## src/rtl/lsu_pkg.sv

```systemverilog
// Shared definitions for the RV32I load/store unit: funct3 encodings, FSM states and
// request legality checks.
package lsu_pkg;

  localparam logic [2:0] F3_B  = 3'b000;
  localparam logic [2:0] F3_H  = 3'b001;
  localparam logic [2:0] F3_W  = 3'b010;
  localparam logic [2:0] F3_BU = 3'b100;
  localparam logic [2:0] F3_HU = 3'b101;

  typedef enum logic [1:0] {
    IDLE   = 2'd0,
    ACCESS = 2'd1,
    RESP   = 2'd2
  } lsu_state_t;

  function automatic logic is_legal(input logic is_store, input logic [2:0] funct3);
    if (is_store) return funct3 inside {F3_B, F3_H, F3_W};
    return funct3 inside {F3_B, F3_H, F3_W, F3_BU, F3_HU};
  endfunction

  // Size is carried in funct3[1:0] for both loads and stores.
  function automatic logic is_misaligned(input logic [2:0] funct3, input logic [1:0] off);
    case (funct3[1:0])
      2'b01:   return off[0];
      2'b10:   return off != 2'b00;
      default: return 1'b0;
    endcase
  endfunction

endpackage

```

## src/rtl/lsu_align.sv

```systemverilog
// Combinational lane logic: store data replication and byte mask generation, plus
// load lane select with sign/zero extension.
module lsu_align
  import lsu_pkg::*;
(
  input  logic [2:0]  i_funct3,
  input  logic [1:0]  i_off,
  input  logic [31:0] i_wdata,
  input  logic [31:0] i_rdata,
  output logic [3:0]  o_wmask,
  output logic [31:0] o_wdata,
  output logic [31:0] o_rdata
);

  logic [7:0]  w_byte;
  logic [15:0] w_half;

  assign w_byte = 8'(i_rdata >> {i_off, 3'b000});
  assign w_half = i_off[1] ? i_rdata[31:16] : i_rdata[15:0];

  always_comb begin
    o_wmask = 4'b1111;
    o_wdata = i_wdata;
    case (i_funct3[1:0])
      2'b00: begin
        o_wmask = 4'b0001 << i_off;
        o_wdata = {4{i_wdata[7:0]}};
      end
      2'b01: begin
        o_wmask = 4'b0011 << {i_off[1], 1'b0};
        o_wdata = {2{i_wdata[15:0]}};
      end
      default: ;
    endcase
  end

  always_comb begin
    o_rdata = i_rdata;
    case (i_funct3)
      F3_B:    o_rdata = {{24{w_byte[7]}}, w_byte};
      F3_BU:   o_rdata = {24'd0, w_byte};
      F3_H:    o_rdata = {{16{w_half[15]}}, w_half};
      F3_HU:   o_rdata = {16'd0, w_half};
      default: ;
    endcase
  end

endmodule

```

## src/rtl/load_store_unit.sv

```systemverilog
// RV32I memory stage: one byte/half/word access in flight against a variable-latency
// word memory. Optional misalignment trap enabled by LSU_MISALIGN_TRAP_EN.
module load_store_unit
  import lsu_pkg::*;
#(
  parameter int ADDR_W         = 32,
  parameter int TIMEOUT_CYCLES = 16
) (
  input  logic              clk,
  input  logic              rst_n,
  input  logic              req_valid,
  output logic              req_ready,
  input  logic              req_is_store,
  input  logic [2:0]        req_funct3,
  input  logic [ADDR_W-1:0] req_addr,
  input  logic [31:0]       req_wdata,
  output logic              mem_req,
  output logic              mem_we,
  output logic [ADDR_W-3:0] mem_addr,
  output logic [3:0]        mem_wmask,
  output logic [31:0]       mem_wdata,
  input  logic              mem_ack,
  input  logic [31:0]       mem_rdata,
  output logic              rsp_valid,
  input  logic              rsp_ready,
  output logic [31:0]       rsp_data,
  output logic              rsp_err
);

  localparam int CNT_W = (TIMEOUT_CYCLES > 1) ? $clog2(TIMEOUT_CYCLES + 1) : 1;

  lsu_state_t        r_state;
  logic              r_is_store;
  logic [2:0]        r_funct3;
  logic [1:0]        r_off;
  logic [ADDR_W-3:0] r_addr;
  logic [31:0]       r_wdata;
  logic [CNT_W-1:0]  r_cnt;
  logic [31:0]       r_rsp_data;
  logic              r_rsp_err;

  logic [3:0]        w_wmask;
  logic [31:0]       w_wdata;
  logic [31:0]       w_ldata;
  logic              w_trap;
  logic              w_timeout;

  lsu_align u_align (
    .i_funct3 (r_funct3),
    .i_off    (r_off),
    .i_wdata  (r_wdata),
    .i_rdata  (mem_rdata),
    .o_wmask  (w_wmask),
    .o_wdata  (w_wdata),
    .o_rdata  (w_ldata)
  );

  always_comb begin
`ifdef LSU_MISALIGN_TRAP_EN
    w_trap = is_misaligned(req_funct3, req_addr[1:0]);
`else
    w_trap = 1'b0;
`endif
  end

  // The count is checked before its increment, so mem_req is up exactly TIMEOUT_CYCLES cycles.
  assign w_timeout = (TIMEOUT_CYCLES != 0) && (r_cnt == CNT_W'(TIMEOUT_CYCLES - 1));

  // Memory strobes decode straight from state so an async reset drops them at once.
  assign req_ready = (r_state == IDLE);
  assign mem_req   = (r_state == ACCESS);
  assign mem_we    = mem_req && r_is_store;
  assign mem_wmask = mem_we ? w_wmask : 4'b0000;
  assign mem_addr  = r_addr;
  assign mem_wdata = w_wdata;
  assign rsp_valid = (r_state == RESP);
  assign rsp_data  = r_rsp_data;
  assign rsp_err   = r_rsp_err;

  always_ff @(posedge clk or negedge rst_n) begin
    if (!rst_n) begin
      r_state    <= IDLE;
      r_is_store <= 1'b0;
      r_funct3   <= 3'b000;
      r_off      <= 2'b00;
      r_addr     <= '0;
      r_wdata    <= 32'd0;
      r_cnt      <= '0;
      r_rsp_data <= 32'd0;
      r_rsp_err  <= 1'b0;
    end else begin
      case (r_state)
        IDLE: begin
          if (req_valid) begin
            r_is_store <= req_is_store;
            r_funct3   <= req_funct3;
            r_off      <= req_addr[1:0];
            r_addr     <= req_addr[ADDR_W-1:2];
            r_wdata    <= req_wdata;
            r_cnt      <= '0;
            if (!is_legal(req_is_store, req_funct3) || w_trap) begin
              r_rsp_data <= 32'd0;
              r_rsp_err  <= 1'b1;
              r_state    <= RESP;
            end else begin
              r_state    <= ACCESS;
            end
          end
        end
        ACCESS: begin
          r_cnt <= r_cnt + 1'b1;
          if (mem_ack) begin
            r_rsp_data <= r_is_store ? 32'd0 : w_ldata;
            r_rsp_err  <= 1'b0;
            r_state    <= RESP;
          end else if (w_timeout) begin
            r_rsp_data <= 32'd0;
            r_rsp_err  <= 1'b1;
            r_state    <= RESP;
          end
        end
        RESP: begin
          if (rsp_ready) begin
            r_rsp_data <= 32'd0;
            r_rsp_err  <= 1'b0;
            r_state    <= IDLE;
          end
        end
        default: r_state <= IDLE;
      endcase
    end
  end

endmodule

```

## config.mk

```make
export PLATFORM = sky130hd
export DESIGN_NAME = load_store_unit
export DESIGN_NICKNAME = d
export VERILOG_FILES = /design/src/rtl/lsu_pkg.sv /design/src/rtl/lsu_align.sv /design/src/rtl/load_store_unit.sv
export SDC_FILE = /design/constraint.sdc
export NUM_CORES = 1
export LEC_CHECK = 0
export BUFFER_PORTS_ARGS = -buffer_cell sky130_fd_sc_hd__buf_2
export CORE_MARGIN = 10
export CORE_UTILIZATION = 44
export DETAILED_ROUTE_END_ITERATION = 10
export PLACE_DENSITY = 0.81
export SETUP_SLACK_MARGIN = 0.15
export SLEW_MARGIN = 25
export SYNTH_ARGS = -nofsm -noshare
export SYNTH_HDL_FRONTEND = slang
export SYNTH_SLANG_ARGS = --single-unit
```

## constraint.sdc

```tcl
create_clock -name clk -period 2.03 [get_ports clk]
set_input_delay 0.406 -clock clk [delete_from_list [all_inputs] [get_ports clk]]
set_output_delay 0.406 -clock clk [all_outputs]
set_load 0.05 [all_outputs]
```

==> results.cfg, run 1 <==
[status]
status = finished, final reports clean

[drt]
wl_met1_um = 6210
route.met3.wl_um = 2120
vias = 4432
drtIter0Drc = 362
drt-wirelength-per-cell_um = 22.2
routed-wl-met2_um = 8940
dr.max_layer_used = met5
drc_errors = 0
ant_nets = 0
vias_per_cell = 5.61
first_pass_iters = 5
wl_um = 17500

[synth]
synthArstFlopShare_pct = 100
synth-edff-count = 0
ys_ff_latch = 108
synth.avg_cell_area_um2 = 12.5
syn_nets = 521
ys_warn_count = 0
yosys.area.top_type = dfrtp_1
synth_cell_types = 38
synthCells = 414
synthesis.area_um2 = 5160
ys_seq_area_share_pct = 52.3
synth_ff_type = dfrtp_1
netlist.area_leader.share_pct = 52.3
yosys-top-cells-area = dfrtp_1, mux2_2, a22o_1

[floorplan]
die-area_um2 = 16500
io_pins = 208
initial_utilization_pct = 45.0
fp-row-count = 39
core_area_um2 = 11500
fp.dieW_um = 128
die_y_um = 128

[pwr]
ir_worst_vdd_mv = 1.76
power_density_nw_per_um2 = 2120
leakagePower_uw = 0.00370

[sta]
max_freq_mhz = 493
worstMarginPinSlew_ns = 0.748
setup_ws_ns = 0.00116
setup_viol = 0
fin_crit_sh_pct = 99.9
post-route-min-period_ns = 2.03
fin_skew_ns = 0.00847
timing_hold_violations_final = 0
maxSlewViolCount = 0
slew_headroom_pct = 50.2
rsz0062_at_grt = yes

[grt]
grt_pass1_wl_um = 26100
grt_antenna_before_repair = 1
grtUsageTotal_pct = 19.9
grt.overflow.total = 0
grt_max_degree = 66
grt_pass1_vias = 4783

[clocking]
clk_latency_ns = 0.35
cts_made_buffers = 9
cts_sinks = 108
root_buffer = clkbuf_16
ctsLongestPathBuffers = 2
cts_max_level = 3
cts.clk_slew.worst_paths_ns = 0.07
cts_tree = built

[cells_and_area]
area.growth.synth_to_final_pct = 50.7
fillers = 791
nets = 749
antenna_cells = 0
drive_gt1_share_pct = 64.5
layout_common_cells = buf_2, dfrtp_1, mux2_2
utilization_pct = 67.9
layout_commonest_cell = buf_2

[critical_path]
worstPathRequired_ns = 2.30
cp-end-kind = flip-flop
worstSetupPathType = flip-flop to flip-flop
critPathMostFrequentCell = o21ai_2
crit_fanout = 8
cp_top_family = compound AO/OA/AOI/OAI gates
worstPathCellList = ha_2 > and3_4 > ha_4 > o21ai_2 > o21ai_2 > a222oi_1 > buf_4 > clkbuf_16 > o2bb2ai_1
slowest_delay_ns = 0.40
startpoint_type = flip-flop
cp_data_arrival_time_ns = 2.30
critical_path_buf_inv_count = 2
slowest_stage = dfrtp_1

[worst_hold_path]
min_path_type = input pin to flip-flop

[place]
gp_congestion = 0.868
dp_hpwl_um = 11800
io_buffers = 207
preCtsSetupSlack_ns = -0.0505

[run]
max_cap_violations = 0
==> cell families after synthesis <==
group                      synth area share (%)
DFF                                        52.3
muxes                                      22.0
AOI/OAI and AO/OA                          14.0
and+or+nand+nor                            6.23
buffers and inverters                      4.89
adders and majority gates                 0.484
==> metal layers <==
layer | global-route usage (%) | up-vias
met2 | 33.7 | 248
li1 | - | 1989
met3 | 9.86 | 25
met1 | 21.2 | 2168
met4 | 6.36 | 2
met5 | 0 | -
==> what timing repair did <==
item	4_1_cts	5_1_grt
hold buffers	1	0
gates cloned	5	2
pin swaps	13	15
hold endpoints to repair	4	0
setup endpoints to repair	61	61
resized for setup	108	61
buffers inserted	14	9
==> worst reg2reg max path: cells and delay by family, from the launching register on <==
family / cells / cell delay [ns]
buf+inv: 2 / 0.45
compound gates: 4 / 0.56
simple gates: 1 / 0.18
fa+ha+maj: 2 / 0.35
flops: 1 / 0.40
==> final cells by class <==
type | instances | area, µm² | area share [%]
Clock buffer | 10 | 229 | 2.94
Timing Repair Buffer | 255 | 1900 | 24.5
Inverter | 11 | 50.0 | 0.643
Sequential cell | 108 | 2710 | 34.8
Multi-Input combinational cell | 257 | 2650 | 34.0
Tap cell | 143 | 179 | 2.30
Clock inverter | 6 | 71.3 | 0.916
==> power breakdown <==
group	leakage, µW	switching (µW)	internal [µW]
registers	0.00134	762	3030
clock network	0.000145	828	972
logic	0.00222	6460	4440
total	0.00370	8050	8440
==> sequential cells by signal, summed over array words and instances (netlist names) <==
name and cells:
r_cnt 5, rsp_data 32, r_off 2, mem_addr 30, r_funct3 3, r_state 2, rsp_err 1, r_is_store 1
r_wdata 32
==> path summary, 6_finish.rpt <==
check	from	end	slack, ns	cells past startpoint
max in group asynchronous	rst_n	r_off[1]	0.94	3
min in group asynchronous	rst_n	rsp_data[17]	0.39	2
hold reg to reg	r_cnt[4]	r_cnt[4]	0.49	2
hold / removal	req_addr[2]	mem_addr[0]	0.28	2
setup reg to reg	r_cnt[1]	rsp_data[4]	0.001	9
setup / recovery	r_cnt[1]	rsp_data[4]	0.001	9
==> Yosys cell counts, types with 2 or more instances <==
cell,count
buf_4,11
inv_1,9
mux2i_1,8
nor3_1,2
nand3_1,3
o21ai_1,2
clkbuf_1,12
nand2b_1,19
buf_1,2
a222oi_1,8
buf_2,12
o21ai_0,19
o2bb2ai_1,15
a21oi_1,6
ha_1,2
nor2b_1,6
mux2_2,92
nand2_1,14
nor2_1,11
a221oi_1,8
dfrtp_1,108
a22o_1,28
o22ai_1,2
==> through the flow <==
stage	setup TNS [ns]	hold slack, ns	cells	total power [µW]	instance area (µm²)
after floorplan	0	0.110	414	10100	5290
after global placement	0	0.221	743	11800	6470
after detailed placement	-0.813	0.220	743	12000	6470
after CTS	0	0.269	779	15600	7380
after global routing	-1.01	0.270	790	17200	7780
final	0	0.282	790	16500	7780
Power figures use the tool's default switching activity.
==> run 2, diff against run 1 <==
--- a/config.mk
+++ b/config.mk
@@ -6,6 +6,7 @@
 export NUM_CORES = 1
 export LEC_CHECK = 0
 export BUFFER_PORTS_ARGS = -buffer_cell sky130_fd_sc_hd__buf_2
+export CORE_ASPECT_RATIO = 0.7
 export CORE_MARGIN = 10
 export CORE_UTILIZATION = 44
 export DETAILED_ROUTE_END_ITERATION = 10
==> results.cfg, run 2 (synthesis gave the netlist of run 1 again) <==
[critical_path]
critPathMostFrequentCell = buf_8
worstSetupPathType = flip-flop to output pin
crit_fanout = 5
cp-end-kind = output pin
worstPathRequired_ns = 1.62
startpoint_type = flip-flop
slowest_stage = dfrtp_2
cp_data_arrival_time_ns = 1.68
slowest_delay_ns = 0.49
worstPathCellList = nor2_4 > buf_6 > buf_8 > mux2_4 > buf_8

[floorplan]
core_area_um2 = 11600
die_y_um = 111
fp-row-count = 33
io_pins = 208
initial_utilization_pct = 44.5
die-area_um2 = 16500
fp.dieW_um = 149

[place]
io_buffers = 207
dpl_cell_area_um2 = 6530
preCtsSetupSlack_ns = -0.0880
dp_hpwl_um = 11900
gp_congestion = 0.912

[cells_and_area]
utilization_pct = 69.9
layout_commonest_cell = buf_2
nets = 772
layout_common_cells = buf_2, dfrtp_1, mux2_2
drive_gt1_share_pct = 66.3
area.growth.synth_to_final_pct = 57.0
final_cell_area_um2 = 8110

[drt]
ant_nets = 0
drtIter0Drc = 414
wl_um = 18700
drt-wirelength-per-cell_um = 22.6
vias_per_cell = 5.61
first_pass_iters = 5
vias = 4646
drc_errors = 0

[grt]
met3_usage_pct = 7.87
grtUsageTotal_pct = 21.1
use_met1_pct = 24.7
grt_pass1_vias = 5012
grt_util_met2_pct = 34.7
grt_pass1_wl_um = 27900
grt_antenna_before_repair = 1
grt.overflow.total = 0
top_usage_layer = met2
grt_max_degree = 51

[sta]
slew_headroom_pct = 54.7
worstMarginPinSlew_ns = 0.672
post-route-min-period_ns = 2.08
hold_slack_ns = 0.00776
fin_skew_ns = 0.00831
maxSlewViolCount = 0
fin_crit_sh_pct = 103
timing_hold_violations_final = 0
setup_ws_ns = -0.0518
max_freq_mhz = 480
rsz0062_at_grt = yes
setup_viol = 27

[clocking]
cts_tree = built
cts_made_buffers = 9
cts_hold_buf = 0
ctsLongestPathBuffers = 2
root_buffer = clkbuf_16
cts.clk_slew.worst_paths_ns = 0.08
cts_max_level = 3
cts_sinks = 108
clk_latency_ns = 0.34

[worst_hold_path]
min_path_type = input pin to asynchronous set/reset pin

[status]
violations = negative setup slack
status = finished with violations

[run]
max_cap_violations = 0

[pwr]
leakagePower_uw = 0.00384
power_uw = 17100
power_density_nw_per_um2 = 2100
ir_worst_vdd_mv = 1.50
[run 2: area by class of cell]
type	instances	area, µm²
diodes	1	2.50
clock buffers	11	253
clock inverters	5	42.5
fillers	808	3490
inverters	11	52.6
multi-input cells	257	2710
flip-flops and latches	108	2710
well taps	157	196
repair buffers	278	2150
[run 2: layer usage]
layer  routed length (µm)  vias up
met5                    0        -
met4                  459        0
met3                 1860       46
met2                 9160      246
met1                 7270     2324
li1                     -     2030
[run 2: metrics by stage]
stage / TNS [ns] / instances
after floorplan: 0 / 414
after global placement: -0.472 / 761
after detailed placement: -1.62 / 761
after CTS: -0.0216 / 810
after global routing: -5.50 / 827
final: -0.522 / 828
[run 2: worst max-delay path, delay by kind of cell, from the launching register on]
| kind | cells | cell delay [ns] |
|---|---|---|
| DFF | 1 | 0.49 |
| and+or+nand+nor | 1 | 0.14 |
| muxes | 1 | 0.32 |
| buffers and inverters | 3 | 0.40 |
[run 2: where the power goes]
| group | internal, µW | leakage (µW) | switching (µW) |
|---|---|---|---|
| sequential | 3030 | 0.00134 | 751 |
| clock | 917 | 0.000143 | 820 |
| combinational | 4810 | 0.00236 | 6740 |
[run 2: worst paths after layout]
kind | startpoint | to | slack, ns | cells after the start
worst max-delay path | r_funct3[1] | mem_wdata[13] | -0.05 | 5
worst min-delay path | rst_n | rsp_data[17] | 0.008 | 1
worst max register to register | r_cnt[1] | rsp_data[24] | -0.02 | 10
worst min register to register | mem_addr[6] | mem_addr[6] | 0.50 | 1
max in group asynchronous | rst_n | r_off[1] | 1.26 | 2
min in group clk | req_wdata[30] | r_wdata[30] | 0.30 | 2
[run 2: repair_timing]
item,in CTS,in global routing
cloned,5,2
pin swaps,12,4
endpoints found under the hold margin,0,0
setup endpoints to repair,61,82
buffers inserted,28,15
gates resized for setup,146,41
